**src/rtl/stack_prog_loader.sv**
```systemverilog
// Byte-stream program loader for the stack-machine core: checks framing, opcodes and
// checksum, writes 12-bit words into instruction memory and releases the core on success.
module stack_prog_loader #(
    parameter int unsigned ADDR_W     = 8,
    parameter int unsigned MAX_OPCODE = 10
) (
    input  logic              clk,
    input  logic              rst_n,
    input  logic              start,
    input  logic              in_valid,
    input  logic [7:0]        in_data,
    output logic              in_ready,
    output logic              imem_we,
    output logic [ADDR_W-1:0] imem_addr,
    output logic [11:0]       imem_wdata,
    output logic              core_rst_n,
    output logic              busy,
    output logic              done,
    output logic              error,
    output logic [1:0]        err_code
);

    localparam int unsigned  REM_W   = ADDR_W + 1;
    localparam logic [REM_W-1:0] REM_FULL = REM_W'(2 ** ADDR_W);
    localparam logic [3:0]   MAX_OP  = 4'(MAX_OPCODE);
    localparam logic [1:0]   ERR_HI  = 2'b01;
    localparam logic [1:0]   ERR_OP  = 2'b10;
    localparam logic [1:0]   ERR_CHK = 2'b11;

    typedef enum logic [2:0] {
        S_IDLE, S_COUNT, S_LO, S_HI, S_CHK, S_DONE, S_ERR
    } state_t;

    state_t            state;
    logic [REM_W-1:0]  remaining;
    logic [ADDR_W-1:0] addr;
    logic [7:0]        lo_byte;
    logic [7:0]        acc;
    logic              accept;

    assign accept = in_valid & in_ready;

    always_ff @(posedge clk) begin
        if (!rst_n) begin
            state      <= S_IDLE;
            remaining  <= '0;
            addr       <= '0;
            lo_byte    <= '0;
            acc        <= '0;
            in_ready   <= 1'b0;
            imem_we    <= 1'b0;
            imem_addr  <= '0;
            imem_wdata <= '0;
            core_rst_n <= 1'b0;
            busy       <= 1'b0;
            done       <= 1'b0;
            error      <= 1'b0;
            err_code   <= '0;
        end else begin
            imem_we <= 1'b0;
            case (state)
                S_IDLE, S_DONE, S_ERR: begin
                    if (start) begin
                        state      <= S_COUNT;
                        in_ready   <= 1'b1;
                        busy       <= 1'b1;
                        core_rst_n <= 1'b0;
                        done       <= 1'b0;
                        error      <= 1'b0;
                        err_code   <= '0;
                        acc        <= '0;
                        addr       <= '0;
                        remaining  <= '0;
                    end
                end
                S_COUNT: begin
                    if (accept) begin
                        remaining <= (in_data == 8'd0) ? REM_FULL : REM_W'(in_data);
                        acc       <= acc ^ in_data;
                        state     <= S_LO;
                    end
                end
                S_LO: begin
                    if (accept) begin
                        lo_byte <= in_data;
                        acc     <= acc ^ in_data;
                        state   <= S_HI;
                    end
                end
                S_HI: begin
                    if (accept) begin
                        // Rejected words leave imem_we low and drop straight into ERR.
                        if (in_data[7:4] != 4'd0) begin
                            state    <= S_ERR;
                            err_code <= ERR_HI;
                            error    <= 1'b1;
                            in_ready <= 1'b0;
                            busy     <= 1'b0;
                        end else if (lo_byte[3:0] > MAX_OP) begin
                            state    <= S_ERR;
                            err_code <= ERR_OP;
                            error    <= 1'b1;
                            in_ready <= 1'b0;
                            busy     <= 1'b0;
                        end else begin
                            imem_we    <= 1'b1;
                            imem_addr  <= addr;
                            imem_wdata <= {in_data[3:0], lo_byte};
                            addr       <= addr + ADDR_W'(1);
                            remaining  <= remaining - REM_W'(1);
                            acc        <= acc ^ in_data;
                            state      <= (remaining == REM_W'(1)) ? S_CHK : S_LO;
                        end
                    end
                end
                S_CHK: begin
                    if (accept) begin
                        in_ready <= 1'b0;
                        busy     <= 1'b0;
                        if (in_data == acc) begin
                            state      <= S_DONE;
                            done       <= 1'b1;
                            core_rst_n <= 1'b1;
                        end else begin
                            state    <= S_ERR;
                            err_code <= ERR_CHK;
                            error    <= 1'b1;
                        end
                    end
                end
                default: state <= S_IDLE;
            endcase
        end
    end

endmodule

```
**config.mk**
```make
export PLATFORM = sky130hd
export DESIGN_NAME = stack_prog_loader
export DESIGN_NICKNAME = d
export VERILOG_FILES = /design/src/rtl/stack_prog_loader.sv
export SDC_FILE = /design/constraint.sdc
export NUM_CORES = 1
export LEC_CHECK = 0
export ABC_AREA = 0
export CAP_MARGIN = 10
export CORE_UTILIZATION = 40
export DETAILED_ROUTE_END_ITERATION = 10
export PLACE_DENSITY = 0.65
export SLEW_MARGIN = 20
export SYNTH_ARGS = -nofsm -noshare
export SYNTH_HDL_FRONTEND = slang
export SYNTH_SLANG_ARGS = --single-unit
```
**constraint.sdc**
```tcl
create_clock -name clk -period 1.63 [get_ports clk]
set_input_delay 0.2445 -clock clk [delete_from_list [all_inputs] [get_ports clk]]
set_output_delay 0.2445 -clock clk [all_outputs]
set_load 0.005 [all_outputs]
```
==> results_dict.tcl, run 1 <==
set metrics [dict create \
    ys_types 65 \
    ys.flop_type "dfxtp_1" \
    die_y_um 93.5 \
    clk_pin_slew_ns 0.07 \
    finish.utilization 0.648 \
    power_density_nw_per_um2 833 \
    grt_max_degree 35 \
    holdCritStartpoint "start" \
    place_congestion 0.859 \
    clock_latency_ns 0.35 \
    most-common-layout-cells "81 x buf_4, 66 x nand2_1, 53 x dfxtp_1" \
    io_pins 40 \
    critPathCaptureType "flip-flop" \
    drtAntennaViolNets 0 \
    failed_checks "negative setup slack" \
    hpwl_um 6650 \
    critical_path_buf_inv_count 1 \
    core-area_um2 7930 \
    reg2reg_depth 5 \
    synthCells 400 \
    tritoncts_num_sinks 62 \
    avgRoutedWirePerCell_um 15.8 \
    r2r-end "addr[7]$_SDFFE_PN0P_" \
    setup_slack_ns -0.106 \
    p_leak_nw 2.00 \
    seq_area_frac_synth 0.371 \
    cts_root_buf "clkbuf_8" \
    vdd_drop_max_v 0.000341 \
    drive_gt1_frac 0.353 \
    antenna_found_initial 0 \
    r2r_slack_ns -0.10 \
    die_area_um2 8740 \
    wl_um 9980 \
    tritoncts "done" \
    rows 32 \
    cp_slowest_stage_delay_ns 0.57 \
    dpl_cell_area_um2 4490 \
    ys_warn_count 0 \
    dr.pass1.iters 5 \
    grtUsageTotal 0.226 \
    num_vias 3438 \
    met3_length_um 418 \
    final-max-slew-violation-count 0 \
    start_util 0.422 \
    gr-total-overflow 0 \
    arrival_ns 2.03 \
    rsz0062_at_grt "true" \
    cp.required_ns 1.93 \
    slowest_stage "clkdlybuf4s50_1" \
    layout_commonest_cell "buf_4" \
    crit_fanout 4 \
    cts_htree_levels 3 \
    via_per_inst 5.44 \
    drc_errors 0 \
    io_buffers 39 \
    setup_viol 32 \
    crit_type "in2reg" \
    finalCritPeriodShare 1.07 \
    r2r-start "state[2]$_SDFFE_PN0P_" \
    holdBufCountCts 0 \
    diodes 0 \
    top_layer "met4" \
    worst_slew_pin_slew_ns 0.494 \
    fin_setup_tns_ns -1.12 \
    async_flop_share 0 \
    fin_crit_ns 1.74 \
    min_to "busy$_SDFFE_PN0P_" \
    cap_violations 0 \
    synth-edff-count 0 \
    hold_path_depth 4 \
    path_cells "clkdlybuf4s50_1 > nand2_2 > o2bb2ai_4 > a2111o_1 > or4b_1 > nand2_1" \
    syn_nets 415 \
    max_freq_ghz 0.576 \
    skew_ns 0.0103 \
    cts_buffers 9 \
    met1_length_um 4550 \
    crit_family "simple AND/OR/NAND/NOR gates" \
    avgSynthCellArea_um2 8.37 \
    first_iter_violations 108 \
    grt_pass1_vias 3231 \
    start_kind "input port" \
    synth_area_um2 3350 \
    hold_violations 0 \
    status "finished with violations" \
    relSlewSlack 0.667 \
    wl_met2_um 4680 \
    dieWidth_um 93.5 \
    grt_pass1_wl_um 15300 \
    finalInstanceArea_um2 5130 \
    area_growth_pct 53.4 \
    ys_seq_elements 62 \
    cts_buffer_depth 2 \
    fin_nets 541 \
    hold_class "in2reg" \
]
kinds of logic (layout without fill, tap and decap cells):
logic type	count (synthesis)	after routing	share of synthesized area
AND/OR/NAND/NOR	167	167	0.256
AO/OA/AOI/OAI	106	106	0.236
flip-flops	62	62	0.371
buffers and inverters	38	168	0.0561
multiplexers	13	13	0.0389
XOR/XNOR	11	11	0.0310
adder cells (fa/ha/maj)	3	3	0.0112
synthesized netlist by cell type, types with 3 or more instances:
| cell | number | area share |
|---|---|---|
| a211oi_1 | 3 | 0.0067 |
| a21boi_0 | 18 | 0.040 |
| a21o_1 | 3 | 0.0067 |
| a21oi_1 | 17 | 0.025 |
| a32o_1 | 3 | 0.0090 |
| and2_1 | 3 | 0.0056 |
| and3_1 | 5 | 0.0093 |
| buf_2 | 9 | 0.013 |
| buf_4 | 5 | 0.011 |
| clkbuf_1 | 13 | 0.015 |
| dfxtp_1 | 62 | 0.37 |
| ha_1 | 3 | 0.011 |
| inv_1 | 7 | 0.0079 |
| mux2i_1 | 13 | 0.039 |
| nand2_1 | 68 | 0.076 |
| nand2b_1 | 7 | 0.013 |
| nand3_1 | 12 | 0.018 |
| nand3b_1 | 10 | 0.022 |
| nand4_1 | 3 | 0.0056 |
| nand4b_1 | 3 | 0.0079 |
| nor2_1 | 23 | 0.026 |
| nor2b_1 | 11 | 0.021 |
| nor3_1 | 3 | 0.0045 |
| nor3b_1 | 3 | 0.0067 |
| nor4_1 | 4 | 0.0075 |
| o211ai_1 | 3 | 0.0067 |
| o21a_1 | 3 | 0.0067 |
| o21ai_0 | 13 | 0.019 |
| o21ai_1 | 6 | 0.0090 |
| o21ai_2 | 5 | 0.013 |
| o311ai_0 | 8 | 0.021 |
| o31ai_1 | 3 | 0.0067 |
| xor2_1 | 9 | 0.024 |
power by group:
group | switching (W) | total, W | internal (W)
Clock | 0.000633 | 0.00126 | 0.000624
Sequential | 0.0000859 | 0.00168 | 0.00159
Combinational | 0.000645 | 0.00134 | 0.000693
Total | 0.00136 | 0.00428 | 0.00291
repair_timing:
action	in CTS	in global routing
gates resized for setup	43	60
gates cloned	0	2
buffers inserted	6	12
pin swaps	8	20
setup endpoints to repair	58	54
endpoints found under the hold margin	0	0
area by class of cell:
cell class / instances / area (µm²)
Fill cell: 639 / 2790
Clock inverter: 3 / 20.0
Inverter: 8 / 30.0
Tap cell: 102 / 128
Sequential cell: 62 / 1260
Clock buffer: 12 / 155
Timing Repair Buffer: 145 / 1360
Multi-Input combinational cell: 300 / 2190
state kept, by name, summed over array words and instances, names as in the netlist:
register / count
busy: 1
remaining: 9
lo_byte: 8
imem_addr: 8
addr: 8
error: 1
done: 1
imem_wdata: 12
acc: 8
imem_we: 1
err_code: 2
state: 3
worst min-delay path, cell delays in order:
cell	delay (ns)
dlymetal6s2s_1	0.16
buf_6	0.15
nand3_1	0.07
nand2_1	0.05
layer usage:
metal  vias to the layer above  GRT usage
met5                         -          0
met1                      1652      0.283
met4                         0      0.112
li1                       1674          -
met3                        27     0.0398
met2                        85      0.373
through the flow:
stage / worst slack [ns] / hold WS, ns / std cells / power (W)
after floorplan: -0.0345 / 0.401 / 400 / 0.00233
after global placement: -0.675 / 0.442 / 599 / 0.00276
after detailed placement: -0.731 / 0.453 / 599 / 0.00278
after CTS: -0.0986 / 0.463 / 620 / 0.00412
after global routing: -0.174 / 0.389 / 632 / 0.00446
final: -0.106 / 0.364 / 632 / 0.00428
worst max-delay path by stage:
stage                           from                         to  slack [ns]  depth (start not counted)
6_report                    in_valid       addr[7]$_SDFFE_PN0P_       -0.11                          6
2_1_floorplan  state[1]$_SDFFE_PN0P_       addr[7]$_SDFFE_PN0P_       -0.03                          6
5_1_grt        state[2]$_SDFFE_PN0P_  remaining[7]$_SDFFE_PN0P_       -0.17                          9
3_5_place_dp              in_data[7]  remaining[0]$_SDFFE_PN0P_       -0.73                          7
4_1_cts                        start  remaining[3]$_SDFFE_PN0P_        -0.1                          8
3_3_place_gp              in_data[7]  remaining[0]$_SDFFE_PN0P_       -0.67                          7
(Power assumes the default switching activity.)
==> inputs of run 2 (changes only) <==
--- a/config.mk
+++ b/config.mk
@@ -9,7 +9,8 @@
 export CAP_MARGIN = 10
 export CORE_UTILIZATION = 40
 export DETAILED_ROUTE_END_ITERATION = 10
-export PLACE_DENSITY = 0.65
+export PLACE_DENSITY = 0.62
+export RECOVER_POWER = 50
 export SLEW_MARGIN = 20
 export SYNTH_ARGS = -nofsm -noshare
 export SYNTH_HDL_FRONTEND = slang
==> constraint.sdc (replaced) <==
create_clock -name clk -period 2.13 [get_ports clk]
set_input_delay 0.3195 -clock clk [delete_from_list [all_inputs] [get_ports clk]]
set_output_delay 0.3195 -clock clk [all_outputs]
set_load 0.005 [all_outputs]
==> run 2 against run 1 <==
Effect of this change:
- the run now ends clean
- power down 29%
- critical path depth is 1 higher
- setup slack better by 0.24 ns
- combinational power is 47% lower
- final cell count fell by 8.9%
- worst hold slack gained 0.092 ns
- highest routed layer unchanged
- routed wire length fell by 16%
- die area stayed put
==> results_dict.tcl, run 2 (synthesis gave the netlist of run 1 again) <==
set metrics [dict create \
    largest_register "imem_wdata" \
    grt_pass1_vias 2869 \
    hold_violations 0 \
    die_area_um2 8740 \
    via_per_inst 5.35 \
    power_density_nw_per_um2 708 \
    relSlewSlack 0.683 \
    vdd_drop_max_v 0.000350 \
    max_freq_ghz 0.501 \
    antenna_found_initial 0 \
    cts_htree_levels 3 \
    final-seq-area_um2 1240 \
    setup_viol 0 \
    rows 32 \
    finalInstanceArea_um2 4300 \
    cts_buffer_depth 2 \
    drive_gt1_frac 0.173 \
    io_pins 40 \
    slowest_stage "clkdlybuf4s50_1" \
    wl_um 8360 \
    arrival_ns 2.24 \
    gr-total-overflow 0 \
    io_buffers 39 \
    cap_violations 0 \
    first_iter_violations 118 \
    fin_crit_ns 2.00 \
    layout_commonest_cell "nand2_1" \
    n_fill_cell 752 \
    dr.pass1.iters 4 \
    cts_root_buf "clkbuf_8" \
    final-max-slew-violation-count 0 \
    die_y_um 93.5 \
    critPathCaptureType "flip-flop" \
    dieWidth_um 93.5 \
    cp.required_ns 2.37 \
    drtAntennaViolNets 0 \
    diodes 0 \
    most-common-layout-cells "68 x nand2_1, 60 x dfxtp_1, 40 x buf_4" \
    hold_class "reg2reg" \
    clk_pin_slew_ns 0.08 \
    clock_latency_ns 0.34 \
    tritoncts "done" \
    skew_ns 0.0137 \
    place_ws_ns -0.242 \
    status "finished clean" \
    multi_input_area_um2 1920 \
    crit_fanout 6 \
    cts_buffers 9 \
    cp_slowest_stage_delay_ns 0.52 \
    tritoncts_num_sinks 62 \
    grt_pass1_wl_um 14000 \
    core-area_um2 7930 \
    timing.hold.ws_ns 0.456 \
    finalCritPeriodShare 0.938 \
    holdBufCountCts 0 \
    hpwl_um 6060 \
    largest_register_ffs 12 \
    start_util 0.422 \
    crit_type "in2reg" \
    path_cells "clkdlybuf4s50_1 > nor4_4 > o211ai_2 > a211oi_4 > buf_4 > o21ai_1 > a32o_1" \
    area_growth_pct 28.5 \
    rsz0062_at_grt "false" \
    crit_family "compound AO/OA/AOI/OAI gates" \
    num_vias 3081 \
    start_kind "input port" \
    reg_top3 "imem_wdata: 12 flops, remaining: 9 flops" \
    finish.utilization 0.543 \
    grt_max_degree 58 \
    grtUsageTotal 0.204 \
    fin_nets 484 \
    critical_path_buf_inv_count 2 \
    worst_slew_pin_slew_ns 0.469 \
    p_leak_nw 1.67 \
    dpl_cell_area_um2 4120 \
    setup_slack_ns 0.132 \
    place_congestion 0.836 \
    avgRoutedWirePerCell_um 14.5 \
    drc_errors 0 \
]
-- run 2: changes by cell type in the layout (fill, tap and decap cells not counted), sizes merged, moves of 2 or more --
cell,change
dlygate4sd3,+28
clkinv,+2
clkdlybuf4s50,-21
dlygate4sd2,-6
buf,-61
-- run 2: stage by stage --
stage          TNS (ns)  cells  total power, W
3_3_place_gp      -4.40    560         0.00202
3_5_place_dp      -6.08    560         0.00203
4_1_cts               0    576         0.00307
5_1_grt               0    576         0.00321
2_1_floorplan         0    400         0.00176
6_report              0    576         0.00305
-- run 2: power by group --
group / total (W) / switching [W] / internal, W / leakage, nW
Sequential: 0.00129 / 0.0000753 / 0.00122 / 0.503
Clock: 0.00105 / 0.000503 / 0.000542 / 0.0956
Combinational: 0.000706 / 0.000375 / 0.000331 / 1.07
-- run 2: timing repair --
item	in CTS	in global routing
resized for setup	0	3
endpoints found under the setup margin	0	8
setup buffers	0	0
-- run 2: worst paths after layout --
path / from / to / slack [ns] / cells past startpoint
hold reg to reg: imem_addr[2]$_SDFFE_PN0P_ / imem_addr[2]$_SDFFE_PN0P_ / 0.46 / 2
hold / removal: imem_addr[2]$_SDFFE_PN0P_ / imem_addr[2]$_SDFFE_PN0P_ / 0.46 / 2
setup reg to reg: state[0]$_SDFFE_PN0P_ / addr[3]$_SDFFE_PN0P_ / 0.15 / 5
setup / recovery: in_data[6] / remaining[8]$_SDFFE_PN0P_ / 0.13 / 7
-- run 2: worst register-to-register path, cell delays in order, from the launching register on --
cell and delay (ns):
dfxtp_1 0.53, buf_4 0.27, mux2i_1 0.34, a21oi_1 0.18, or4b_1 0.53, nand2_1 0.07
-- run 2: area by class of cell --
cell class,count,share of cell area
well taps,102,0.0297
repair buffers,88,0.182
clock buffers,9,0.0288
flip-flops and latches,62,0.289
clock inverters,7,0.0169
multi-input cells,300,0.447
inverters,8,0.00698
-- run 2: routing by layer --
metal | wire, µm | vias up | track usage
met2 | 3660 | 64 | 0.324
met5 | 0 | - | 0
met1 | 4310 | 1451 | 0.280
met4 | 59 | 0 | 0.0692
li1 | - | 1562 | -
met3 | 327 | 4 | 0.0317
